===== config.mk =====
export PLATFORM = sky130hd
export DESIGN_NAME = adc_chan_mux
export DESIGN_NICKNAME = d
export VERILOG_FILES = /design/src/rtl/adc_chan_mux_pkg.sv /design/src/rtl/adc_chan_mux_sync_fifo.sv /design/src/rtl/adc_chan_mux.sv
export SDC_FILE = /design/constraint.sdc
export NUM_CORES = 1
export LEC_CHECK = 0
export ABC_AREA = 1
export CAP_MARGIN = 10
export CORE_MARGIN = 2
export CORE_UTILIZATION = 48
export CTS_BUF_LIST = sky130_fd_sc_hd__clkbuf_8
export DETAILED_ROUTE_END_ITERATION = 16
export GPL_TIMING_DRIVEN = 0
export PLACE_DENSITY = 0.71
export SYNTH_ARGS = -nofsm -noshare
export SYNTH_HDL_FRONTEND = slang
export SYNTH_SLANG_ARGS = --single-unit

===== constraint.sdc =====
create_clock -name clk_i -period 2.2 [get_ports clk_i]
set_clock_uncertainty 0.2 [all_clocks]
set_input_delay 0.33 -clock clk_i [delete_from_list [all_inputs] [get_ports clk_i]]
set_output_delay 0.33 -clock clk_i [all_outputs]
set_load 0.02 [all_outputs]

===== src/rtl/adc_chan_mux_pkg.sv =====
// Shared ADC/DAC definitions used by the channel mux (and its splitter peer).
//   PH_A / PH_B        : read-side phase encoding (A word, then B word)
//   state_e            : streaming FSM state {IDLE, RUN}
//   ADC_DATA_WIDTH     : default sample width in bits
package adc_chan_mux_pkg;

   localparam logic PH_A = 1'b0;
   localparam logic PH_B = 1'b1;

   localparam int ADC_DATA_WIDTH = 12;

   typedef enum logic {
      IDLE = 1'b0,
      RUN  = 1'b1
   } state_e;

endpackage : adc_chan_mux_pkg


===== src/rtl/adc_chan_mux_sync_fifo.sv =====
// sync_fifo: parameterised single-clock FIFO with occupancy count.
//   clk_i, rst_n_i   : clock, asynchronous active-low reset
//   push_i, wdata_i  : write request and data (ignored when full)
//   pop_i, rdata_o   : read request (ignored when empty); rdata_o shows the head
//   full_o, empty_o  : status, decoded from the registered level
//   level_o          : current occupancy in entries
// DEPTH must be a power of two so the pointers wrap naturally.
module sync_fifo #(
   parameter int WIDTH = 24,
   parameter int DEPTH = 4
) (
   input  logic                     clk_i,
   input  logic                     rst_n_i,
   input  logic                     push_i,
   input  logic [WIDTH-1:0]         wdata_i,
   input  logic                     pop_i,
   output logic [WIDTH-1:0]         rdata_o,
   output logic                     full_o,
   output logic                     empty_o,
   output logic [$clog2(DEPTH):0]   level_o
);

   localparam int AW = $clog2(DEPTH);
   localparam int LW = AW + 1;

   logic [WIDTH-1:0] mem_q [DEPTH];
   logic [AW-1:0]    wr_ptr_q, wr_ptr_d;
   logic [AW-1:0]    rd_ptr_q, rd_ptr_d;
   logic [LW-1:0]    level_q, level_d;
   logic             push_ok, pop_ok;

   assign full_o  = (level_q == LW'(DEPTH));
   assign empty_o = (level_q == '0);
   assign level_o = level_q;
   assign rdata_o = mem_q[rd_ptr_q];

   assign push_ok = push_i && !full_o;
   assign pop_ok  = pop_i && !empty_o;

   always_comb begin
      wr_ptr_d = wr_ptr_q;
      rd_ptr_d = rd_ptr_q;
      level_d  = level_q;
      if (push_ok) wr_ptr_d = wr_ptr_q + AW'(1);
      if (pop_ok)  rd_ptr_d = rd_ptr_q + AW'(1);
      case ({push_ok, pop_ok})
         2'b10:   level_d = level_q + LW'(1);
         2'b01:   level_d = level_q - LW'(1);
         default: level_d = level_q;
      endcase
   end

   always_ff @(posedge clk_i or negedge rst_n_i) begin
      if (!rst_n_i) begin
         wr_ptr_q <= '0;
         rd_ptr_q <= '0;
         level_q  <= '0;
      end else begin
         wr_ptr_q <= wr_ptr_d;
         rd_ptr_q <= rd_ptr_d;
         level_q  <= level_d;
      end
   end

   // Storage needs no reset: entries are only visible once written.
   always_ff @(posedge clk_i) begin
      if (push_ok) mem_q[wr_ptr_q] <= wdata_i;
   end

endmodule : sync_fifo


===== src/rtl/adc_chan_mux.sv =====
// adc_chan_mux: buffers paired A/B samples and time-multiplexes them onto one
// bus, A then B, one word per enabled clock.
//   clk_i, rst_n_i       : clock, asynchronous active-low reset
//   ce_i                 : output-side enable; low forces the bus idle (zeros)
//   a_i, b_i, valid_i    : input sample pair
//   ready_o              : pair accepted when valid_i && ready_o at a clock edge
//   data_o, sel_o        : mux bus and channel tag (0 = A, 1 = B)
//   frame_o              : pulse with each A slot
//   underflow_o, clr_i   : sticky empty-at-frame flag and its synchronous clear
//   level_o              : FIFO occupancy in pairs
// Handshake: ready_o depends only on registered FIFO level, so a pop in the
// same cycle never opens a full FIFO; a pushed pair is popped one edge later
// at the earliest.
module adc_chan_mux
   import adc_chan_mux_pkg::*;
#(
   parameter int DATA_WIDTH = ADC_DATA_WIDTH,
   parameter int DEPTH      = 4
) (
   input  logic                    clk_i,
   input  logic                    rst_n_i,
   input  logic                    ce_i,
   input  logic [DATA_WIDTH-1:0]   a_i,
   input  logic [DATA_WIDTH-1:0]   b_i,
   input  logic                    valid_i,
   output logic                    ready_o,
   output logic [DATA_WIDTH-1:0]   data_o,
   output logic                    sel_o,
   output logic                    frame_o,
   output logic                    underflow_o,
   input  logic                    clr_i,
   output logic [$clog2(DEPTH):0]  level_o
);

   logic [2*DATA_WIDTH-1:0] head;
   logic                    fifo_full, fifo_empty;
   logic                    push, pop;

   state_e                  state_q, state_d;
   logic                    ph_q, ph_d;
   logic [DATA_WIDTH-1:0]   hold_q, hold_d;
   logic [DATA_WIDTH-1:0]   data_q, data_d;
   logic                    sel_q, sel_d;
   logic                    frame_q, frame_d;
   logic                    uf_q, uf_d;
   logic                    uf_set;

   assign ready_o = !fifo_full;
   assign push    = valid_i && ready_o;

   sync_fifo #(
      .WIDTH (2*DATA_WIDTH),
      .DEPTH (DEPTH)
   ) u_fifo (
      .clk_i   (clk_i),
      .rst_n_i (rst_n_i),
      .push_i  (push),
      .wdata_i ({a_i, b_i}),
      .pop_i   (pop),
      .rdata_o (head),
      .full_o  (fifo_full),
      .empty_o (fifo_empty),
      .level_o (level_o)
   );

   // FSM state register
   always_ff @(posedge clk_i or negedge rst_n_i) begin
      if (!rst_n_i) state_q <= IDLE;
      else          state_q <= state_d;
   end

   // FSM next state: the stream starts at the first pop, ends when disabled
   always_comb begin
      state_d = state_q;
      if (!ce_i)    state_d = IDLE;
      else if (pop) state_d = RUN;
   end

   // Outputs / datapath next values
   always_comb begin
      pop     = 1'b0;
      uf_set  = 1'b0;
      ph_d    = ph_q;
      hold_d  = hold_q;
      data_d  = '0;
      sel_d   = 1'b0;
      frame_d = 1'b0;
      if (!ce_i) begin
         ph_d = PH_A;
      end else if (ph_q == PH_A) begin
         frame_d = 1'b1;
         ph_d    = PH_B;
         if (!fifo_empty) begin
            pop    = 1'b1;
            data_d = head[2*DATA_WIDTH-1:DATA_WIDTH];
            hold_d = head[DATA_WIDTH-1:0];
         end else begin
            // Empty frame: emit zeros; only an established stream flags it.
            hold_d = '0;
            uf_set = (state_q == RUN);
         end
      end else begin
         data_d = hold_q;
         sel_d  = 1'b1;
         ph_d   = PH_A;
      end
      // Set has priority over a simultaneous clear.
      uf_d = uf_set ? 1'b1 : (clr_i ? 1'b0 : uf_q);
   end

   always_ff @(posedge clk_i or negedge rst_n_i) begin
      if (!rst_n_i) begin
         ph_q    <= PH_A;
         hold_q  <= '0;
         data_q  <= '0;
         sel_q   <= 1'b0;
         frame_q <= 1'b0;
         uf_q    <= 1'b0;
      end else begin
         ph_q    <= ph_d;
         hold_q  <= hold_d;
         data_q  <= data_d;
         sel_q   <= sel_d;
         frame_q <= frame_d;
         uf_q    <= uf_d;
      end
   end

   assign data_o      = data_q;
   assign sel_o       = sel_q;
   assign frame_o     = frame_q;
   assign underflow_o = uf_q;

endmodule : adc_chan_mux


# Word-level counts from Yosys, hierarchy flattened

Memories as Yosys holds them, arrays and structs flattened.
Index checks and enable logic that the tools add are counted.
W data, S select, Z words.

Bits of input ports: 29
Output and inout bits: 19
Memories kept: 1
Logic and storage cells: 49
RAM bits: 96
Bits in registers: 35

Memory list:

| memory       | depth | width | rd ports | clocked after memory_dff | wr ports | RTL line                     | source |
|---|---|---|---|---|---|---|---|
| u_fifo.mem_q | 4     | 24    | 1        | 0                        | 1        | adc_chan_mux_sync_fifo.sv:26 | `logic [WIDTH-1:0] mem_q [DEPTH];` |

Mux-type cells: 21
Eq/ne operators: 4
$add $sub $neg: 4
Bitwise operators: 1
Reductions and logical operators: 9

Operators by type and width:

| operator              | count |
|---|---|
| $mux W12              | 4 |
| $mux W1               | 16 |
| $pmux W3 S2           | 1 |
| $add A2 B1 Y2 const B | 2 |
| $reduce_bool A2 Y1    | 2 |
| $add A3 B1 Y3 const B | 1 |
| $eq A3 B3 Y1 const B  | 1 |
| $logic_and A1 B1 Y1   | 3 |
| $logic_not A3 Y1      | 1 |
| $sub A3 B1 Y3 const B | 1 |
| $eq A2 B1 Y1 const B  | 1 |
| $eq A2 B2 Y1 const B  | 1 |
| $logic_not A1 Y1      | 2 |
| $ne A2 B1 Y1 const B  | 1 |
| $reduce_and A2 Y1     | 1 |
| $not A1 Y1            | 1 |

# Logic depth before layout (Yosys ltp)

Gate-level depths: netlist (run 1).

Depth after elaboration: 7
Depth in mapped cells: 11
Mapped depth without buffers: 10

# Modules after synthesis

From an unflattened synthesis (run 1), not the netlist that was laid out.

Cell total of the unflattened synthesis: 464
Area, all modules: 5489.0 um^2

Modules (own cells, without submodules):

| module       | sequential area each (um^2) | times used | area an instance (um^2) | cells an instance |
|---|---|---|---|---|
| sync_fifo    | 3057.9                      | 1          | 4345.4                  | 341 |
| adc_chan_mux | 700.7                       | 1          | 1143.6                  | 123 |

# Worst setup path before layout (run 1)

OpenSTA, ideal clock, no wires.

Path kind: register to register
Start: reg u_fifo.level_q[0], in the netlist u_fifo.level_o[0]
End: mem u_fifo.mem_q[0][0] (enable)
Path buffers: 0
Stages on the path, launching flop included: 5
Library setup time: 0.405 ns
Data required time: 1.595 ns
Period minus slack after synthesis: 2.522 ns
Arrival time: 1.918 ns
Setup slack: -0.322 ns
Cells stage by stage: dfrtp_1 -> nor2_2 -> nand2_2 -> nand2_2 -> nor2_1

Longest elaborated chain between the ends: 6

RTL lines:

| what                              | RTL line                     | source |
|---|---|---|
| start: declaration                | adc_chan_mux_sync_fifo.sv:29 | `logic [LW-1:0] level_q, level_d;` |
| start signal: assignment          | adc_chan_mux_sync_fifo.sv:61 | `level_q <= level_d;` |
| $eq A3 B3 Y1 (*)                  | adc_chan_mux_sync_fifo.sv:32 | `assign full_o = (level_q == LW'(DEPTH));` |
| $logic_not A1 Y1 (*)              | adc_chan_mux.sv:48           | `assign ready_o = !fifo_full;` |
| named net ready_o                 | adc_chan_mux.sv:26           | `output logic ready_o,` |
| $logic_and A1 B1 Y1               | adc_chan_mux.sv:49           | `assign push = valid_i && ready_o;` |
| $logic_and A1 B1 Y1 (*)           | adc_chan_mux_sync_fifo.sv:37 | `assign push_ok = push_i && !full_o;` |
| $mux W1 (*)                       | adc_chan_mux_sync_fifo.sv:67 | `if (push_ok) mem_q[wr_ptr_q] <= wdata_i;` |
| $mux W1 (implied by the code) (*) | adc_chan_mux_sync_fifo.sv:67 |  |
| end: declaration                  | adc_chan_mux_sync_fifo.sv:26 |  |

Mark *: on every way through the listed nets, which the timed path passes. The rest lies on a longest branch.

# Worst setup path in the final report (run 1)

Start: reg u_fifo.wr_ptr_q[0]
End: mem u_fifo.mem_q[2][0] (enable)

RTL lines:

| what                     | RTL line                     | source |
|---|---|---|
| start: declaration       | adc_chan_mux_sync_fifo.sv:27 | `logic [AW-1:0] wr_ptr_q, wr_ptr_d;` |
| start signal: assignment | adc_chan_mux_sync_fifo.sv:59 | `wr_ptr_q <= wr_ptr_d;` |

No word-level cell before the write port.

==> reports/results.tsv, run 1 <==
stage	metric	value	unit
global_route	grt_pass1_wl	17100	um
final_layout	final_nets	531	
final_layout	drive_gt1_share	14.1	%
run_status	status	finished clean	
synth	synth-async-reset-ratio	26.7	%
power_and_ir_drop	p_leak	2.57	nW
setup_path	setup.worst_path.start_class	register	
synth	synthTopCellsByArea	edfxtp_1 (56%), dfrtp_1 (17%), nand2_1 (11%), nand3_1 (7.3%), buf_2 (1.3%)	
clock_network	cts_tree	yes	
synth	postSynthAreaPerCell	12.1	um2
synth	yosys.area.top_type_share	56.5	%
synth	ys_top_cells_by_count	nand2_1 (156), edfxtp_1 (96), nand3_1 (74), dfrtp_1 (35), inv_1 (15)	
setup_path	cp_max_fo	14	
timing	slew_viol_final	0	
clock_network	worst_skew_pair.late_latency	0.43	ns
synth	synth.most_common_cell	nand2_1	
global_route	globalRouteMet1Util	26.3	%
timing	setup_viol	0	
global_route	busiest_layer	met2	
setup_path	cp_common_cell	inv_1	
setup_path	path_cells	inv_1 -> ha_1 -> inv_1 -> nor2_2 -> buf_16	
clock_network	clkSlewWorstSetupHoldPaths	0.07	ns
routing	drc	0	
clock_network	clock_path_buffers	2	
timing	fin_crit	2.14	ns
routing	first_iter_violations	237	
synth	synthFlopType	edfxtp_1	
placed_design	hpwl	6710	um
routing	detail_route.first_pass.iterations	4	
setup_path	critPathMaxStageDelay	0.64	ns
routing	viasPerCell	5.13	
power_and_ir_drop	vdd_ir_drop_max	0.579	mV
timing	tightest_slew	0.860	ns
setup_path	critPathArrivalTime	2.08	ns
global_route	use_met2	32.0	%
setup_path	setup.worst_path.class	register to register	
global_route	antenna_found_initial	0	
placed_design	io_buffers	47	
timing	relSlewSlack	42.6	%
die	design.die.area	11500	um2
global_route	grt.met3_usage	4.92	%
die	die_h	107	um
timing	max_freq	0.467	GHz
die	initial_core_util	49.5	%
routing	vias	3310	
timing	hold_ws	0.279	ns
die	core	10300	um2
routing	totalWireLength	10600	um
placed_design	post-place-ws	-0.551	ns
run	max_cap_viol_count	0	
synth	synth_fp_nets	457	
setup_path	slowest_stage	nor2_2	
setup_path	crit_required	2.14	ns
clock_network	h-tree-depth	4	
final_layout	syn_to_final_growth	24.3	%
clock_network	clock_sinks	131	
synth	synth_cell_type_count	21	
clock_network	cts-root-buf	clkbuf_8	
synth	yosys_warnings	0	
synth	syn_area	5110	um2
setup_path	cp-end-kind	register	
global_route	grt_max_degree	36	
global_route	grt_pass1_vias	3338	
die	num_io_pins	48	
routing	avgRoutedWirePerCell	16.4	um
routing	ant_nets	0	
timing	post-route-period-util	97.3	%
min_path	hp-class	input port to register	
timing	worst_slack	0.0585	ns
synth	synth_sequential_area_ratio	73.6	%
timing	finalHoldViolations	0	
synth	synth_area_leader_cell	edfxtp_1	
final_layout	antenna_cells	0	
synth	synth_edf_count	96	
synth	synthCells	422	
power_and_ir_drop	power.density	1340	nW/um2
placed_design	place.gp.congestion	0.808	
synth	yosys_register_bits	131	
timing	finalSetupTns	0	ns
clock_network	cts_buffers	17	
global_route	overflow	0	
die	die_x	107	um
die	rows	37	
global_route	grt_usage	20.2	%
-- area by class of cell --
| class | instances | area [um2] |
|---|---|---|
| Fill cell | 787 | 3980 |
| Sequential cell | 131 | 3760 |
| Multi-Input combinational cell | 253 | 1180 |
| Timing Repair Buffer | 55 | 567 |
| Clock buffer | 19 | 262 |
| Clock inverter | 13 | 206 |
| Tap cell | 136 | 170 |
| Buffer | 20 | 129 |
| Inverter | 18 | 67.6 |
-- cell families (layout without fill, tap and decap cells) --
| family | after synthesis | after routing | share of synthesized area, % |
|---|---|---|---|
| simple gates | 238 | 238 | 19.5 |
| flops | 131 | 131 | 73.6 |
| fa+ha+maj | 6 | 6 | 1.62 |
| compound gates | 4 | 4 | 0.637 |
| xor+xnor | 5 | 5 | 0.858 |
| buf+inv | 38 | 125 | 3.77 |
-- worst paths after layout --
check	startpoint	slack, ns	cells past startpoint	end
setup reg to reg	u_fifo.wr_ptr_q[0]$_DFFE_PN0P_	0.06	5	u_fifo.mem_q[2][0]$_DFFE_PP_
setup / recovery	u_fifo.wr_ptr_q[0]$_DFFE_PN0P_	0.06	5	u_fifo.mem_q[2][0]$_DFFE_PP_
max in group asynchronous	rst_n_i	0.91	2	u_fifo.level_o[1]$_DFFE_PN0P_
min in group asynchronous	rst_n_i	0.33	2	data_o[4]$_DFF_PN0_
hold reg to reg	hold_q[5]$_DFFE_PN0P_	0.29	2	data_o[5]$_DFF_PN0_
hold / removal	clr_i	0.28	2	underflow_o$_DFFE_PN0P_
-- per-stage QoR --
step	instance area, um2	cells	total power [W]	utilization, %
final	6350	645	0.00851	61.5
after global routing	6350	645	0.00900	61.5
after CTS	6310	641	0.00852	61.1
after detailed placement	5820	607	0.00619	56.3
after global placement	5750	605	0.00604	55.7
after floorplan	5110	422	0.00518	-
-- where the power goes --
| group | internal [W] | total, W | switching, W | leakage [nW] |
|---|---|---|---|---|
| logic | 0.000963 | 0.00265 | 0.00169 | 1.02 |
| clock network | 0.00141 | 0.00233 | 0.000919 | 0.226 |
| registers | 0.00331 | 0.00353 | 0.000219 | 1.32 |
-- registers in the layout (all words and copies together) (netlist names) --
register	cells
data_o	12
frame_o	1
hold_q	12
u_fifo.mem_q	96
u_fifo.level_o	3
state_q	1
u_fifo.rd_ptr_q	2
underflow_o	1
sel_o	1
u_fifo.wr_ptr_q	2
-- placed cells by master, fill, tap and decap left out, drive strengths merged --
master / synthesis / routed
nand2: 159 / 159
edfxtp: 96 / 96
nand3: 74 / 74
clkdlybuf4s50: 0 / 45
dfrtp: 35 / 35
buf: 19 / 27
clkbuf: 1 / 20
inv: 18 / 20
ha: 5 / 5
bufinv: 0 / 5
nor2: 5 / 5
clkinvlp: 0 / 4
xor2: 3 / 3
xnor2: 2 / 2
o21ai: 2 / 2
clkinv: 0 / 2
a21oi: 1 / 1
o22ai: 1 / 1
fa: 1 / 1
dlygate4sd3: 0 / 1
dlygate4sd2: 0 / 1
-- worst max-delay path: cells and delay by family (launching register included) --
kind	cells	cell delay, ns
flops	1	0.42
buf+inv	3	0.42
fa+ha+maj	1	0.17
simple gates	1	0.64
-- per-layer routing --
layer  up-vias  routed length (um)
met5         -                   0
met4         0                 136
met3        12                 664
met2       117                5280
met1      1607                4480
li1       1574                   -
-- timing repair --
| action | in CTS | in global routing |
|---|---|---|
| pin swaps | 0 | 2 |
| endpoints found under the hold margin | 35 | 0 |
| setup buffers | 1 | 4 |
| gates resized for setup | 3 | 3 |
| setup endpoints to repair | 4 | 17 |
| hold buffers | 1 | 0 |
Power figures use the tool's default switching activity.
==> run 2: changes to the inputs <==
--- a/config.mk
+++ b/config.mk
@@ -10,6 +10,7 @@
 export CORE_MARGIN = 2
 export CORE_UTILIZATION = 48
 export CTS_BUF_LIST = sky130_fd_sc_hd__clkbuf_8
+export CTS_CLUSTER_SIZE = 24
 export DETAILED_ROUTE_END_ITERATION = 16
 export GPL_TIMING_DRIVEN = 0
 export PLACE_DENSITY = 0.71
==> results of run 2 <==
Same layout as run 1: the final DEF is identical, and so are final timing and power.
==> run 3: changes to the inputs <==
--- a/config.mk
+++ b/config.mk
@@ -7,7 +7,7 @@
 export LEC_CHECK = 0
 export ABC_AREA = 1
 export CAP_MARGIN = 10
-export CORE_MARGIN = 2
+export CORE_MARGIN = 1
 export CORE_UTILIZATION = 48
 export CTS_BUF_LIST = sky130_fd_sc_hd__clkbuf_8
 export CTS_CLUSTER_SIZE = 24
==> run 3 against run 2 <==
  * Sequential share of layout area increased by 0.70 points
  * Highest routed layer unchanged
  * Register-to-register slack about the same
  * Worst setup slack got worse by 0.011 ns
  * Total power decreased by 3.1%
  * Global-route usage increased by 0.65 points
  * Wire length decreased by 0.43%
  * Fmax decreased by 0.53%
  * Via count about the same
  * Die area decreased by 3.7%
  * Critical path depth increased by 4
==> reports/results.tsv, run 3 (same netlist as run 1, synthesis figures left out) <==
stage	metric	value	unit
setup_path	worst-r2r-cell-count	9	
final_layout	final_util	60.7	%
power_and_ir_drop	seqPwrFrac	43.0	%
routing	avgRoutedWirePerCell	16.4	um
die	die_x	105	um
setup_path	setup.worst_path.class	register to register	
power_and_ir_drop	sw_frac_of_total	33.7	%
setup_path	timing.rr.start	u_fifo.level_o[1]$_DFFE_PN0P_	
placed_design	post-place-ws	-0.566	ns
setup_path	r2r_slack	0.05	ns
clock_network	h-tree-depth	4	
clock_network	cts-root-buf	clkbuf_8	
power_and_ir_drop	p_leak	2.55	nW
setup_path	cp_top_family	simple AND/OR/NAND/NOR gates	
timing	post-route-period-util	97.9	%
run	max_cap_viol_count	0	
power_and_ir_drop	power_frac_clock	25.2	%
setup_path	cp_max_fo	7	
power_and_ir_drop	p_int	0.00547	W
die	core	10300	um2
timing	max_freq	0.464	GHz
timing	relSlewSlack	41.6	%
die	initial_core_util	49.5	%
clock_network	clkSlewWorstSetupHoldPaths	0.07	ns
global_route	overflow	0	
setup_path	slowest_stage	dfrtp_2	
clock_network	cts_tree	yes	
setup_path	crit_required	2.33	ns
final_layout	largest_reg_flops	96	
power_and_ir_drop	power_switching	0.00278	W
timing	setup_viol	0	
global_route	grt_pass1_vias	3272	
timing	worst_slack	0.0470	ns
min_path	holdPathStages	2	
global_route	grt_usage	20.8	%
die	design.die.area	11100	um2
final_layout	antenna_cells	0	
routing	totalWireLength	10500	um
setup_path	cp-end-kind	register	
setup_path	path_depth	9	
placed_design	hpwl	6570	um
routing	ant_nets	0	
timing	finalHoldViolations	0	
timing	tightest_slew	0.873	ns
final_layout	final_cell_mix	nand2_1 (156), edfxtp_1 (96), nand3_1 (74), clkdlybuf4s50_1 (45), dfrtp_1 (34)	
routing	detail_route.first_pass.iterations	5	
placed_design	io_buffers	47	
timing	hold_ws	0.273	ns
routing	first_iter_violations	261	
setup_path	setup.worst_path.start_class	register	
power_and_ir_drop	power.density	1310	nW/um2
routing	drc	0	
final_layout	syn_to_final_growth	22.8	%
run_status	status	finished clean	
setup_path	worst-path-buf-inv	1	
global_route	grt_max_degree	36	
routing	viasPerCell	5.15	
global_route	antenna_found_initial	0	
final_layout	top_register	u_fifo.mem_q	
clock_network	cts_buffers	17	
timing	fin_crit	2.15	ns
global_route	grt_pass1_wl	16800	um
final_layout	final_nets	529	
placed_design	place.gp.congestion	0.761	
final_layout	layout_commonest_cell	nand2_1	
routing	vias	3313	
final_layout	drive_gt1_share	12.8	%
setup_path	critPathMaxStageDelay	0.44	ns
setup_path	rr_endpoint	u_fifo.level_o[2]$_DFFE_PN0P_	
power_and_ir_drop	vdd_ir_drop_max	0.491	mV
min_path	hp-class	input port to register	
timing	rsz0062_at_grt	true	
timing	slew_viol_final	0	
die	num_io_pins	48	
die	rows	37	
die	die_h	105	um
setup_path	path_cells	nor2_4 -> nand2_2 -> nand2_4 -> ha_1 -> inv_1 -> fa_1 -> nand2_1 -> nand3_1 -> xor2_1	
power_and_ir_drop	pwr-share-comb	31.9	%
clock_network	clock_sinks	131	
setup_path	critPathArrivalTime	2.28	ns
min_path	worstHoldStart	clr_i	
clock_network	clock_path_buffers	2	
min_path	min_to	underflow_o$_DFFE_PN0P_	
clock_network	worst_skew_pair.late_latency	0.44	ns
==> run 3: cell count changes in the layout (fill, tap and decap cells not counted), moves of 2 or more <==
cell        change
clkinv_2        +3
buf_4           -2
clkbuf_8        -2
clkinv_1        +2
clkinvlp_4      -2
inv_1           +2
==> run 3: through the flow <==
| stage | total power (W) | setup TNS, ns | instances | instance area [um2] |
|---|---|---|---|---|
| floorplan | 0.00518 | -30.96 | 422 | 5110 |
| global placement | 0.00603 | -122.32 | 605 | 5750 |
| detailed placement | 0.00619 | -12.51 | 607 | 5820 |
| CTS | 0.00827 | 0 | 641 | 6250 |
| global route | 0.00871 | -1.12 | 643 | 6270 |
| finish | 0.00825 | 0 | 643 | 6270 |
==> run 3: repair_timing <==
action	in CTS	in global routing
hold endpoints to repair	35	0
gates resized for setup	3	2
setup endpoints to repair	17	29
pin swaps	0	1
hold buffers	1	0
buffers inserted	1	2
==> run 3: power by group through the flow <==
stage / logic [W] / clock network (W) / registers (W)
global placement: 0.00246 / 0 / 0.00357
floorplan: 0.00150 / 0 / 0.00368
finish: 0.00263 / 0.00208 / 0.00354
CTS: 0.00264 / 0.00209 / 0.00354
detailed placement: 0.00261 / 0 / 0.00358
global route: 0.00292 / 0.00219 / 0.00360
==> run 3: worst max path at each step <==
stage                                               end                      startpoint  slack, ns
final                     u_fifo.level_o[2]$_DFFE_PN0P_   u_fifo.level_o[1]$_DFFE_PN0P_       0.05
after global routing       u_fifo.mem_q[2][9]$_DFFE_PP_   u_fifo.level_o[0]$_DFFE_PN0P_      -0.05
after CTS                 u_fifo.mem_q[2][10]$_DFFE_PP_  u_fifo.wr_ptr_q[0]$_DFFE_PN0P_       0.02
after detailed placement  u_fifo.level_o[2]$_DFFE_PN0P_                            ce_i      -0.57
after global placement     u_fifo.mem_q[0][6]$_DFFE_PP_                         valid_i      -1.22
after floorplan            u_fifo.mem_q[0][0]$_DFFE_PP_   u_fifo.level_o[0]$_DFFE_PN0P_      -0.32
==> run 3: layer usage <==
metal / GRT usage, % / up-vias / part of all wire, %
met4: 7.95 / 0 / 1.4
met3: 6.49 / 12 / 7.4
met1: 25.9 / 1596 / 42
met5: 0 / - / 0
met2: 34.2 / 135 / 50
li1: - / 1570 / -
==> run 3: layout make-up <==
| type | instances | area [um2] |
|---|---|---|
| fill | 787 | 4050 |
| multi-input combinational | 253 | 1180 |
| tap | 136 | 170 |
| clock buffer | 17 | 234 |
| inverter | 18 | 67.6 |
| sequential | 131 | 3760 |
| buffer | 20 | 129 |
| clock inverter | 15 | 174 |
| timing repair buffer | 53 | 552 |
